[src/rtl/bp_cce_pkg.sv]
// Shared CCE types and helpers used by the directory way-group reader.
package bp_cce_pkg;

    typedef enum logic [1:0] {
        e_IDLE  = 2'd0,
        e_READ  = 2'd1,
        e_DRAIN = 2'd2
    } bp_cce_dir_wg_reader_state_e;

    // Ceiling log2 that never returns zero, so one-entry fields keep a 1-bit width.
    function automatic int safe_clog2(input int x);
        if (x <= 1) begin
            return 1;
        end else begin
            return $clog2(x);
        end
    endfunction

endpackage

[src/rtl/bp_cce_dir_wg_reader_chk.sv]
// Simulation checks for the directory way-group reader command interface.
module bp_cce_dir_wg_reader_chk #(
    parameter int num_way_groups_p = 16,
    parameter int lg_wg_p          = 4
) (
    input  logic               clk_i,
    input  logic               reset_i,
    input  logic               accept_i,
    input  logic [lg_wg_p-1:0] wg_id_i
);

    localparam logic [lg_wg_p:0] num_wg_lp = (lg_wg_p + 1)'(num_way_groups_p);

    // An accepted way-group id must name an existing way-group.
    wg_id_in_range: assert property (@(posedge clk_i) disable iff (reset_i)
        accept_i |-> ({1'b0, wg_id_i} < num_wg_lp));

endmodule

[src/rtl/bsg_counter_clear_up.sv]
// Up counter with synchronous clear that saturates at max_val_p.
module bsg_counter_clear_up #(
    parameter int max_val_p = 1,
    parameter int width_p   = 1
) (
    input  logic               clk_i,
    input  logic               reset_i,
    input  logic               clear_i,
    input  logic               up_i,
    output logic [width_p-1:0] count_o
);

    localparam logic [width_p-1:0] max_lp = width_p'(max_val_p);

    logic [width_p-1:0] count_r;

    // Count register: reset and clear return to zero, up advances until max.
    always_ff @(posedge clk_i) begin
        if (reset_i) begin
            count_r <= '0;
        end else if (clear_i) begin
            count_r <= '0;
        end else if (up_i && (count_r != max_lp)) begin
            count_r <= count_r + width_p'(1);
        end else begin
            count_r <= count_r;
        end
    end

    assign count_o = count_r;

endmodule

[src/rtl/bp_cce_dir_wg_reader.sv]
// Read sequencer in front of the CCE directory RAM: one command expands into
// rows_per_wg_p back-to-back row reads whose data is streamed downstream with
// the row index, requesting LCE and LRU way attached.
module bp_cce_dir_wg_reader
    import bp_cce_pkg::*;
#(
    parameter int num_way_groups_p = 16,
    parameter int rows_per_wg_p    = 2,
    parameter int row_width_p      = 128,
    parameter int num_lce_p        = 4,
    parameter int lce_assoc_p      = 8,
    localparam int lg_num_way_groups_lp = safe_clog2(num_way_groups_p),
    localparam int lg_rows_per_wg_lp    = safe_clog2(rows_per_wg_p),
    localparam int lg_num_lce_lp        = safe_clog2(num_lce_p),
    localparam int lg_lce_assoc_lp      = safe_clog2(lce_assoc_p),
    localparam int addr_width_lp        = safe_clog2(num_way_groups_p * rows_per_wg_p)
) (
    input  logic                            clk_i,
    input  logic                            reset_i,
    input  logic                            r_v_i,
    output logic                            r_ready_o,
    input  logic [lg_num_way_groups_lp-1:0] wg_id_i,
    input  logic [lg_num_lce_lp-1:0]        lce_i,
    input  logic [lg_lce_assoc_lp-1:0]      lru_way_i,
    output logic                            ram_v_o,
    output logic [addr_width_lp-1:0]        ram_addr_o,
    input  logic [row_width_p-1:0]          ram_data_i,
    output logic [row_width_p-1:0]          row_o,
    output logic                            row_v_o,
    output logic [lg_rows_per_wg_lp-1:0]    wg_row_o,
    output logic [lg_num_lce_lp-1:0]        lce_o,
    output logic [lg_lce_assoc_lp-1:0]      lru_way_o,
    output logic                            done_o
);

    localparam logic [lg_rows_per_wg_lp-1:0] last_row_lp = lg_rows_per_wg_lp'(rows_per_wg_p - 1);

    // Row address of a way-group row, computed wide enough that it never wraps.
    function automatic logic [addr_width_lp-1:0] row_addr(
        input logic [lg_num_way_groups_lp-1:0] wg,
        input logic [lg_rows_per_wg_lp-1:0]    row
    );
        logic [addr_width_lp-1:0] base_s;
        base_s = addr_width_lp'(wg) * addr_width_lp'(rows_per_wg_p);
        return base_s + addr_width_lp'(row);
    endfunction

    bp_cce_dir_wg_reader_state_e state_r, state_next_s;

    logic [lg_num_way_groups_lp-1:0] wg_id_r;
    logic [lg_num_lce_lp-1:0]        lce_r;
    logic [lg_lce_assoc_lp-1:0]      lru_way_r;
    logic                            ram_v_r;
    logic [lg_rows_per_wg_lp-1:0]    row_idx_r;
    logic [lg_rows_per_wg_lp-1:0]    issue_cnt_s;
    logic                            accept_s;
    logic                            last_issue_s;
    logic                            in_read_s;

    assign r_ready_o    = (state_r == e_IDLE) | (state_r == e_DRAIN);
    assign accept_s     = r_v_i & r_ready_o;
    assign in_read_s    = (state_r == e_READ);
    assign last_issue_s = (issue_cnt_s == last_row_lp);

    bsg_counter_clear_up #(
        .max_val_p (rows_per_wg_p - 1),
        .width_p   (lg_rows_per_wg_lp)
    ) issue_counter (
        .clk_i   (clk_i),
        .reset_i (reset_i),
        .clear_i (accept_s),
        .up_i    (in_read_s),
        .count_o (issue_cnt_s)
    );

    bp_cce_dir_wg_reader_chk #(
        .num_way_groups_p (num_way_groups_p),
        .lg_wg_p          (lg_num_way_groups_lp)
    ) checker_inst (
        .clk_i    (clk_i),
        .reset_i  (reset_i),
        .accept_i (accept_s),
        .wg_id_i  (wg_id_i)
    );

    // Next-state: accept starts a read burst, the last issue moves to drain.
    always_comb begin
        state_next_s = state_r;
        case (state_r)
            e_IDLE: begin
                if (accept_s) state_next_s = e_READ;
                else          state_next_s = e_IDLE;
            end
            e_READ: begin
                if (last_issue_s) state_next_s = e_DRAIN;
                else              state_next_s = e_READ;
            end
            e_DRAIN: begin
                if (accept_s) state_next_s = e_READ;
                else          state_next_s = e_IDLE;
            end
            default: state_next_s = e_IDLE;
        endcase
    end

    // State register.
    always_ff @(posedge clk_i) begin
        if (reset_i) begin
            state_r <= e_IDLE;
        end else begin
            state_r <= state_next_s;
        end
    end

    // Command fields captured on accept and held until the next accept.
    always_ff @(posedge clk_i) begin
        if (reset_i) begin
            wg_id_r   <= '0;
            lce_r     <= '0;
            lru_way_r <= '0;
        end else if (accept_s) begin
            wg_id_r   <= wg_id_i;
            lce_r     <= lce_i;
            lru_way_r <= lru_way_i;
        end else begin
            wg_id_r   <= wg_id_r;
            lce_r     <= lce_r;
            lru_way_r <= lru_way_r;
        end
    end

    // Return tracking: remembers whether a row was issued last cycle and which.
    always_ff @(posedge clk_i) begin
        if (reset_i) begin
            ram_v_r   <= 1'b0;
            row_idx_r <= '0;
        end else begin
            ram_v_r   <= ram_v_o;
            row_idx_r <= issue_cnt_s;
        end
    end

    // RAM request: one row per READ cycle; address is zero when idle.
    always_comb begin
        ram_v_o    = 1'b0;
        ram_addr_o = '0;
        if (in_read_s && !reset_i) begin
            ram_v_o    = 1'b1;
            ram_addr_o = row_addr(wg_id_r, issue_cnt_s);
        end else begin
            ram_v_o    = 1'b0;
            ram_addr_o = '0;
        end
    end

    // Downstream row stream: RAM data passes straight through when valid.
    always_comb begin
        row_v_o  = 1'b0;
        row_o    = '0;
        wg_row_o = '0;
        if (ram_v_r && !reset_i) begin
            row_v_o  = 1'b1;
            row_o    = ram_data_i;
            wg_row_o = row_idx_r;
        end else begin
            row_v_o  = 1'b0;
            row_o    = '0;
            wg_row_o = '0;
        end
    end

    assign done_o    = row_v_o & (wg_row_o == last_row_lp);
    assign lce_o     = lce_r;
    assign lru_way_o = lru_way_r;

endmodule

[config.mk]
export PLATFORM = sky130hd
export DESIGN_NAME = bp_cce_dir_wg_reader
export DESIGN_NICKNAME = d
export VERILOG_FILES = /design/src/rtl/bp_cce_pkg.sv /design/src/rtl/bp_cce_dir_wg_reader_chk.sv /design/src/rtl/bsg_counter_clear_up.sv /design/src/rtl/bp_cce_dir_wg_reader.sv
export SDC_FILE = /design/constraint.sdc
export NUM_CORES = 1
export LEC_CHECK = 0
export BUFFER_PORTS_ARGS = -buffer_cell sky130_fd_sc_hd__clkbuf_2
export CAP_MARGIN = 30
export CELL_PAD_IN_SITES_DETAIL_PLACEMENT = 1
export CELL_PAD_IN_SITES_GLOBAL_PLACEMENT = 1
export CORE_AREA = 2 2 110 112
export CTS_BUF_LIST = sky130_fd_sc_hd__clkbuf_8
export CTS_CLUSTER_DIAMETER = 200
export DETAILED_ROUTE_END_ITERATION = 10
export DIE_AREA = 0 0 112 114
export GPL_TIMING_DRIVEN = 0
export PLACE_DENSITY = 0.81
export REMOVE_ABC_BUFFERS = 1
export SLEW_MARGIN = 20
export SYNTH_ARGS = -nofsm -noshare
export SYNTH_HDL_FRONTEND = slang
export SYNTH_SLANG_ARGS = --single-unit
[constraint.sdc]
create_clock -name clk_i -period 1.69 [get_ports clk_i]
set_clock_uncertainty 0.2 [all_clocks]
set_input_delay 0.338 -clock clk_i [delete_from_list [all_inputs] [get_ports clk_i]]
set_output_delay 0.338 -clock clk_i [all_outputs]
set_load 0.05 [all_outputs]
# --- Yosys cells after proc, flatten, opt, wreduce, memory -nomap -nowiden ---
# Index checks and enable logic that the tools add are counted.
# W data, S select, Z words.
word_totals:
  output_inout_bits: 143
  register_bits: 14
  in_bits: 140
classes:
  bitwise: 4
  muxes: 8
  n_eq_ne: 2
  reduce_logical: 7
  add_sub_neg: 2
ops:
  columns: ["cell", "n"]
  rows:
  - ["$mux W128", 1]
  - ["$add A5 B1 Y5", 1]
  - ["$mux W5", 1]
  - ["$mux W1", 4]
  - ["$pmux W2 S2", 1]
  - ["$reduce_or A2 Y1", 2]
  - ["$logic_and A1 B1 Y1", 3]
  - ["$and A1 B1 Y1", 2]
  - ["$eq A2 B1 Y1 const B", 1]
  - ["$eq A2 B2 Y1 const B", 1]
  - ["$logic_not A2 Y1", 1]
  - ["$mux W2", 1]
  - ["$add A1 B1 Y1 const B", 1]
  - ["$logic_not A1 Y1", 1]
  - ["$not A1 Y1", 1]
  - ["$or A1 B1 Y1", 1]

# --- Depth between registers and ports, before layout ---
# Gate-level depths: netlist of the first run.
depth:
  depth_word: 5
  depth_mapped: 4
  mapped_depth_nobuf: 2

# --- Hierarchy ---
# Synthesis of the first run repeated with hierarchy kept, for this count alone.
unflattened:
  hier_cells: 207
  area_unflattened_um2: 1577.8
by_module_without_submodules:
  columns: ["mod", "seq_area_each_um2", "n_inst", "cells_each", "area_each_um2"]
  rows:
  - ["bp_cce_dir_wg_reader", 260.2, 1, 204, 1544.0]
  - ["bsg_counter_clear_up", 20.0, 1, 3, 33.8]

# --- Least setup slack after synthesis of the first run ---
# Ideal clock, no wire load.
synth_timing:
  path_type: "register to output"
  start: "reg state_r[0]"
  end: "out ram_addr_o[0]"
  required_time_ps: 1152
  setup_slack_ps: -548
  arrival_time_ps: 1700
  stages_incl_launch_ff: 3
  cell_sequence: "dfxtp_1 -> nor3b_2 -> and2_1"
synth_via:
  elab_chain_cells: 3
synth_lines:
  columns: ["element", "line", "source"]
  rows:
  - ["from (decl)", "bp_cce_dir_wg_reader.sv:48", "bp_cce_dir_wg_reader_state_e state_r, state_next_s;"]
  - ["from (signal assigned)", "bp_cce_dir_wg_reader.sv:109", "state_r <= e_IDLE;"]
  - ["from (signal assigned)", "bp_cce_dir_wg_reader.sv:111", "state_r <= state_next_s;"]
  - ["$eq A2 B1 Y1", "bp_cce_dir_wg_reader.sv:62", "assign in_read_s = (state_r == e_READ);"]
  - ["$logic_and A1 B1 Y1", "bp_cce_dir_wg_reader.sv:147", "if (in_read_s && !reset_i) begin"]
  - ["$mux W5", "bp_cce_dir_wg_reader.sv:147", null]
  - ["to (decl)", "bp_cce_dir_wg_reader.sv:26", "output logic [addr_width_lp-1:0] ram_addr_o,"]
# No other way between the ends.

# --- Worst setup path after layout of the first run ---
layout_timing:
  start: "reg ram_v_r"
  end: "out row_o[66]"
layout_via:
  elab_chain_cells: 2
layout_lines:
  columns: ["element", "line", "source"]
  rows:
  - ["from (decl)", "bp_cce_dir_wg_reader.sv:53", "logic ram_v_r;"]
  - ["from (signal assigned)", "bp_cce_dir_wg_reader.sv:138", "ram_v_r <= ram_v_o;"]
  - ["$logic_and A1 B1 Y1", "bp_cce_dir_wg_reader.sv:161", "if (ram_v_r && !reset_i) begin"]
  - ["$mux W128", "bp_cce_dir_wg_reader.sv:161", null]
  - ["to (decl)", "bp_cce_dir_wg_reader.sv:28", "output logic [row_width_p-1:0] row_o,"]
# No other way between the ends.

==> out/summary.txt, run 1 <==
Clk_lat worst skew - 0.24 ns
CP Capture Type - output pin
Dpl ws - -0.823 ns
YS warnings - 0
Core area - 0.0117 mm^2
Drt first pass iters - 4
Initial antenna violation count - 0
P_leak - 2.61 nW
Setup TNS - -31.82 ns
Worst-path clk slew - 0.06 ns
Final nets - 636
Synth cell types - 18
Via count - 2614
First-pass GRT wire length - 16300 um
# rows - 40
Clock buffer depth - 2
RSZ-0062 raised after global routing - yes
Post-synthesis cell area - 0.00149 mm^2
Vias in the first global route - 2721
Maxcap violations - 0
Die Wd - 112 um
Status - finished with violations
Max stage delay on crit path - 0.32 ns
Worst path most repeated cell - buf_12
Yosys top cell by area - and2_1
Total track usage - 16.0%
Final Non-Filler Cells - 641
Max Freq - 505 MHz
Die height - 114 um
Pwr Density - 314 mW/mm^2
Worst path slowest cell - dfxtp_2
Placed cells - 617
1st-iter DRT viols - 74
DP HPWL - 7210 um
Post-synthesis sequential area ratio - 18.8%
Crit path kind - register to output pin
Slew Limit Fails - 0
Final Hold Fails - 0
Final setup viols - 136
Worst-Margin Slew - 0.521 ns
ANT cells - 0
Grt total ovfl - 0
HP Class - input pin to register
Clock sink total - 14
Failing checks - negative setup slack
Startpoint Class - register
Final setup margin - -0.290 ns
DP Area - 0.00304 mm^2
DRT antenna net count - 0
Critical-path cell list - nor2b_4, buf_12, buf_12, and2_4, clkbuf_16
Top Ports - 283
Top cells by area, synth - and2_1, dfxtp_1, nand4bb_1
Share of cells above drive strength 1 - 87.4%
Routed length per instance - 18.9 um
Routed WL - 12100 um
Hold depth - 3
Routability cong. - 0.788
CTS tree - built
CTS H-tree lvls - 1
FF-to-FF path depth - 3
Syn_area_per_cell - 7.29 um^2
Flop and latch count out of synthesis - 14
Final instance area - 0.00526 mm^2
Post-layout util - 44.9%
Synth top area share - 56.5%
Period Utilization, post-route - 117%
CTS Hold Buffers Added - 0
Largest net degree at the start of global routing - 28
Number of buffers created by CTS - 3
Root Buffer - clkbuf_8
Slew margin rel. - 65.2%
Period minus WS final - 1.98 ns
WP data required - 1.15 ns
Layout overhead on the synthesized area - 252%
Initial core utilization - 12.8%
IO Port Bufs - 282
Die footprint - 0.0128 mm^2
Gate Count Post-Synth - 205
Vias per cell - 4.08
Maximum fanout along the worst path - 12
Drt drc - 0
Worst VDD drop - 0.504 mV
Critical path data arrival time - 1.44 ns
[final cells by class]
class                   count  area (um^2)
well taps                 147          184
repair buffers            303         3290
inverters                   1         3.75
multi-input cells         173         1460
fillers                  1336         6450
flip-flops and latches     14          285
clock buffers               3         41.3
[layer usage]
layer  wire, um  GRT usage, %  part of all wire (%)  vias up
li1           -             -                     -     1214
met5          0             0                     0        -
met4        165          2.52                   1.4        0
met2       6720          30.1                    55      129
met1       4530          19.1                    37     1260
met3        715          3.19                   5.9       11
[where the power goes]
part           total (mW)  switching, mW  internal, mW
sequential          0.366         0.0133         0.353
combinational        1.01          0.521         0.494
clock               0.274          0.116         0.158
[layout by cell type (no fill, tap or decap), types with 7 or more instances in the layout]
cell type	n
dfxtp_1	12
and2_1	15
clkbuf_2	144
buf_12	7
clkbuf_16	15
buf_8	123
nand2b_1	10
nand4bb_1	8
and2_4	120
o21ai_0	9
[state kept, by name (all words and copies together), names as in the netlist]
| register | cells |
|---|---|
| row_idx_r | 1 |
| lru_way_o | 3 |
| ram_v_r | 1 |
| wg_id_r | 4 |
| issue_counter.count_o | 1 |
| state_r | 2 |
| lce_o | 2 |
[kinds of logic (layout without fill, tap and decap cells)]
family / Yosys count / in the layout / share of synthesized area [%]
AND/OR/NAND/NOR: 160 / 162 / 70.9
flip-flops: 14 / 14 / 18.8
buffers and inverters: 20 / 307 / 6.53
AO/OA/AOI/OAI: 11 / 11 / 3.85
[synthesized netlist by cell type (all sizes together)]
master   count
a21o         1
a21oi        1
and2       135
buf         13
clkbuf       6
dfxtp       14
inv          1
nand2b      10
nand4bb      8
nor2b        3
nor3b        2
o21ai        9
or3b         1
or4bb        1
[final timing paths]
path | from | to | slack [ns]
worst max register to register | state_r[0] | lce_o[0] | 0.24
worst min-delay path | lru_way_i[2] | lru_way_o[2] | 0.15
worst min register to register | wg_id_r[2] | wg_id_r[2] | 0.27
worst max-delay path | ram_v_r | row_o[66] | -0.29
[metrics by stage]
step / total power, mW / hold slack [ns]
finish: 1.65 / 0.154
global placement: 1.02 / 0.257
CTS: 1.50 / 0.154
global route: 1.73 / 0.172
detailed placement: 1.04 / 0.258
floorplan: 0.765 / 0.207
[worst max-delay path: cells and delay by family (launching register included)]
kind,cells,cell delay (ns)
and+or+nand+nor,2,0.36
buffers and inverters,3,0.50
DFF,1,0.32
[repair_timing]
| action | 4_1_cts | 5_1_grt |
|---|---|---|
| setup buffers | 7 | 3 |
| endpoints found under the setup margin | 137 | 137 |
| pin swaps | 1 | 44 |
| resized for setup | 306 | 259 |
| hold endpoints to repair | 0 | 0 |
| gates cloned | 5 | 6 |
(Power assumes the default switching activity.)
==> run 2: changes to the inputs <==
- PLACE_DENSITY: 0.81 -> 0.82
==> run 2 against run 1 <==
  * The flow still finishes with violations (negative setup slack)
  * Critical endpoint is now row_o[114]
  * Die area unchanged
  * Largest power group unchanged
  * Largest cell class unchanged
  * Global-route usage increased by 3.2 points
  * First-iteration DRC count decreased by 24%
==> out/summary.txt, run 2 (synthesis gave the netlist of run 1 again) <==
Status - finished with violations
Failing checks - negative setup slack
Clock buffer depth - 2
Routability cong. - 0.773
Dpl ws - -1.15 ns
Total power - 1.79 mW
Drt drc - 0
Number of buffers created by CTS - 3
Core area - 0.0117 mm^2
Maxcap violations - 0
Worst-Margin Slew - 0.583 ns
Final setup viols - 137
Most frequent cells in the layout - clkbuf_2, and2_4, clkbuf_16, buf_8, and2_1
Period Utilization, post-route - 125%
P_leak - 2.85 nW
Die height - 114 um
Clock sink total - 14
# fillers - 1261
Final setup margin - -0.425 ns
Worst VDD drop - 0.502 mV
Final instance area - 0.00591 mm^2
HP Class - input pin to register
WP data required - 1.15 ns
Clk_lat worst skew - 0.25 ns
First-pass GRT wire length - 18800 um
Die footprint - 0.0128 mm^2
Drt first pass iters - 4
Die Wd - 112 um
Startpoint Class - register
Worst-path clk slew - 0.06 ns
Critical path data arrival time - 1.58 ns
Routed WL - 13300 um
Top Ports - 283
Largest net degree at the start of global routing - 25
FF-to-FF path depth - 3
Biggest register - wg_id_r
ANT cells - 0
Root Buffer - clkbuf_8
Slew margin rel. - 61.0%
Vias per cell - 4.14
CTS tree - built
DP HPWL - 7130 um
Routed length per instance - 20.5 um
Max reg flops - 4
Period minus WS final - 2.11 ns
Maximum fanout along the worst path - 8
Flip-flop and latch area - 287 um^2
Commonest non-fill, non-tap cell in the layout - clkbuf_2
CTS H-tree lvls - 1
Slew Limit Fails - 0
1st-iter DRT viols - 56
Via count - 2688
Hold depth - 3
RSZ-0062 raised after global routing - yes
Initial core utilization - 12.8%
Max Freq - 473 MHz
Total track usage - 19.2%
Pwr Density - 302 mW/mm^2
Final nets - 644
Initial antenna violation count - 0
DP Area - 0.00308 mm^2
DRT antenna net count - 0
# rows - 40
Layout overhead on the synthesized area - 296%
Final Hold Fails - 0
Share of cells above drive strength 1 - 86.9%
CP Capture Type - output pin
Vias in the first global route - 3020
Grt total ovfl - 0
IO Port Bufs - 282
Multi-input gate area - 0.00143 mm^2
Crit path kind - register to output pin
-- run 2: per-stage QoR --
stage | hold slack, ns | util (%) | setup TNS, ns | std cells
after global routing | 0.175 | 50.5 | -49.37 | 650
after CTS | 0.152 | 48.9 | -46.13 | 650
final | 0.151 | 50.5 | -41.98 | 650
after detailed placement | 0.258 | 26.3 | -110.11 | 618
after global placement | 0.252 | 25.6 | -378.67 | 615
after floorplan | 0.207 | - | -227.42 | 186
-- run 2: area by class of cell --
class / instances / share of cell area [%]
clock buffer: 4 / 0.931
multi-input combinational: 172 / 24.2
inverter: 1 / 0.0635
tap: 147 / 3.11
timing repair buffer: 312 / 66.9
sequential: 14 / 4.85
-- run 2: path summary, 6_finish.rpt --
check        slack [ns]          to  startpoint
max               -0.42  row_o[114]     ram_v_r
max reg2reg        0.14  wg_id_r[1]  state_r[0]
min                0.15  wg_id_r[2]  wg_id_i[2]
min reg2reg        0.28    lce_o[1]    lce_o[1]
-- run 2: where the power goes --
part	switching, mW	internal (mW)	total, mW	leakage (nW)
combinational	0.533	0.552	1.09	2.71
sequential	0.0139	0.353	0.367	0.117
clock	0.128	0.207	0.335	0.0288
-- run 2: worst max-delay path, stage by stage (launching register included) --
cell and delay, ns:
dfxtp_2 0.33, nor2b_4 0.17, clkbuf_16 0.15, buf_16 0.11, buf_8 0.12, buf_16 0.12
and2_4 0.16, clkbuf_16 0.16
-- run 2: what timing repair did --
item,in CTS,in global routing
pin swaps,43,28
buffers inserted,20,5
gates cloned,8,1
hold buffers,0,0
endpoints found under the hold margin,0,0
setup endpoints to repair,137,137
gates resized for setup,435,126
-- run 2: layer usage --
layer	wire length, um	part of all wire, %	global-route usage (%)	up-vias
met3	878	6.6	3.56	25
li1	-	-	-	1227
met4	331	2.5	5.28	0
met1	4650	35	20.2	1286
met2	7490	56	38.6	150
met5	0	0	0	-
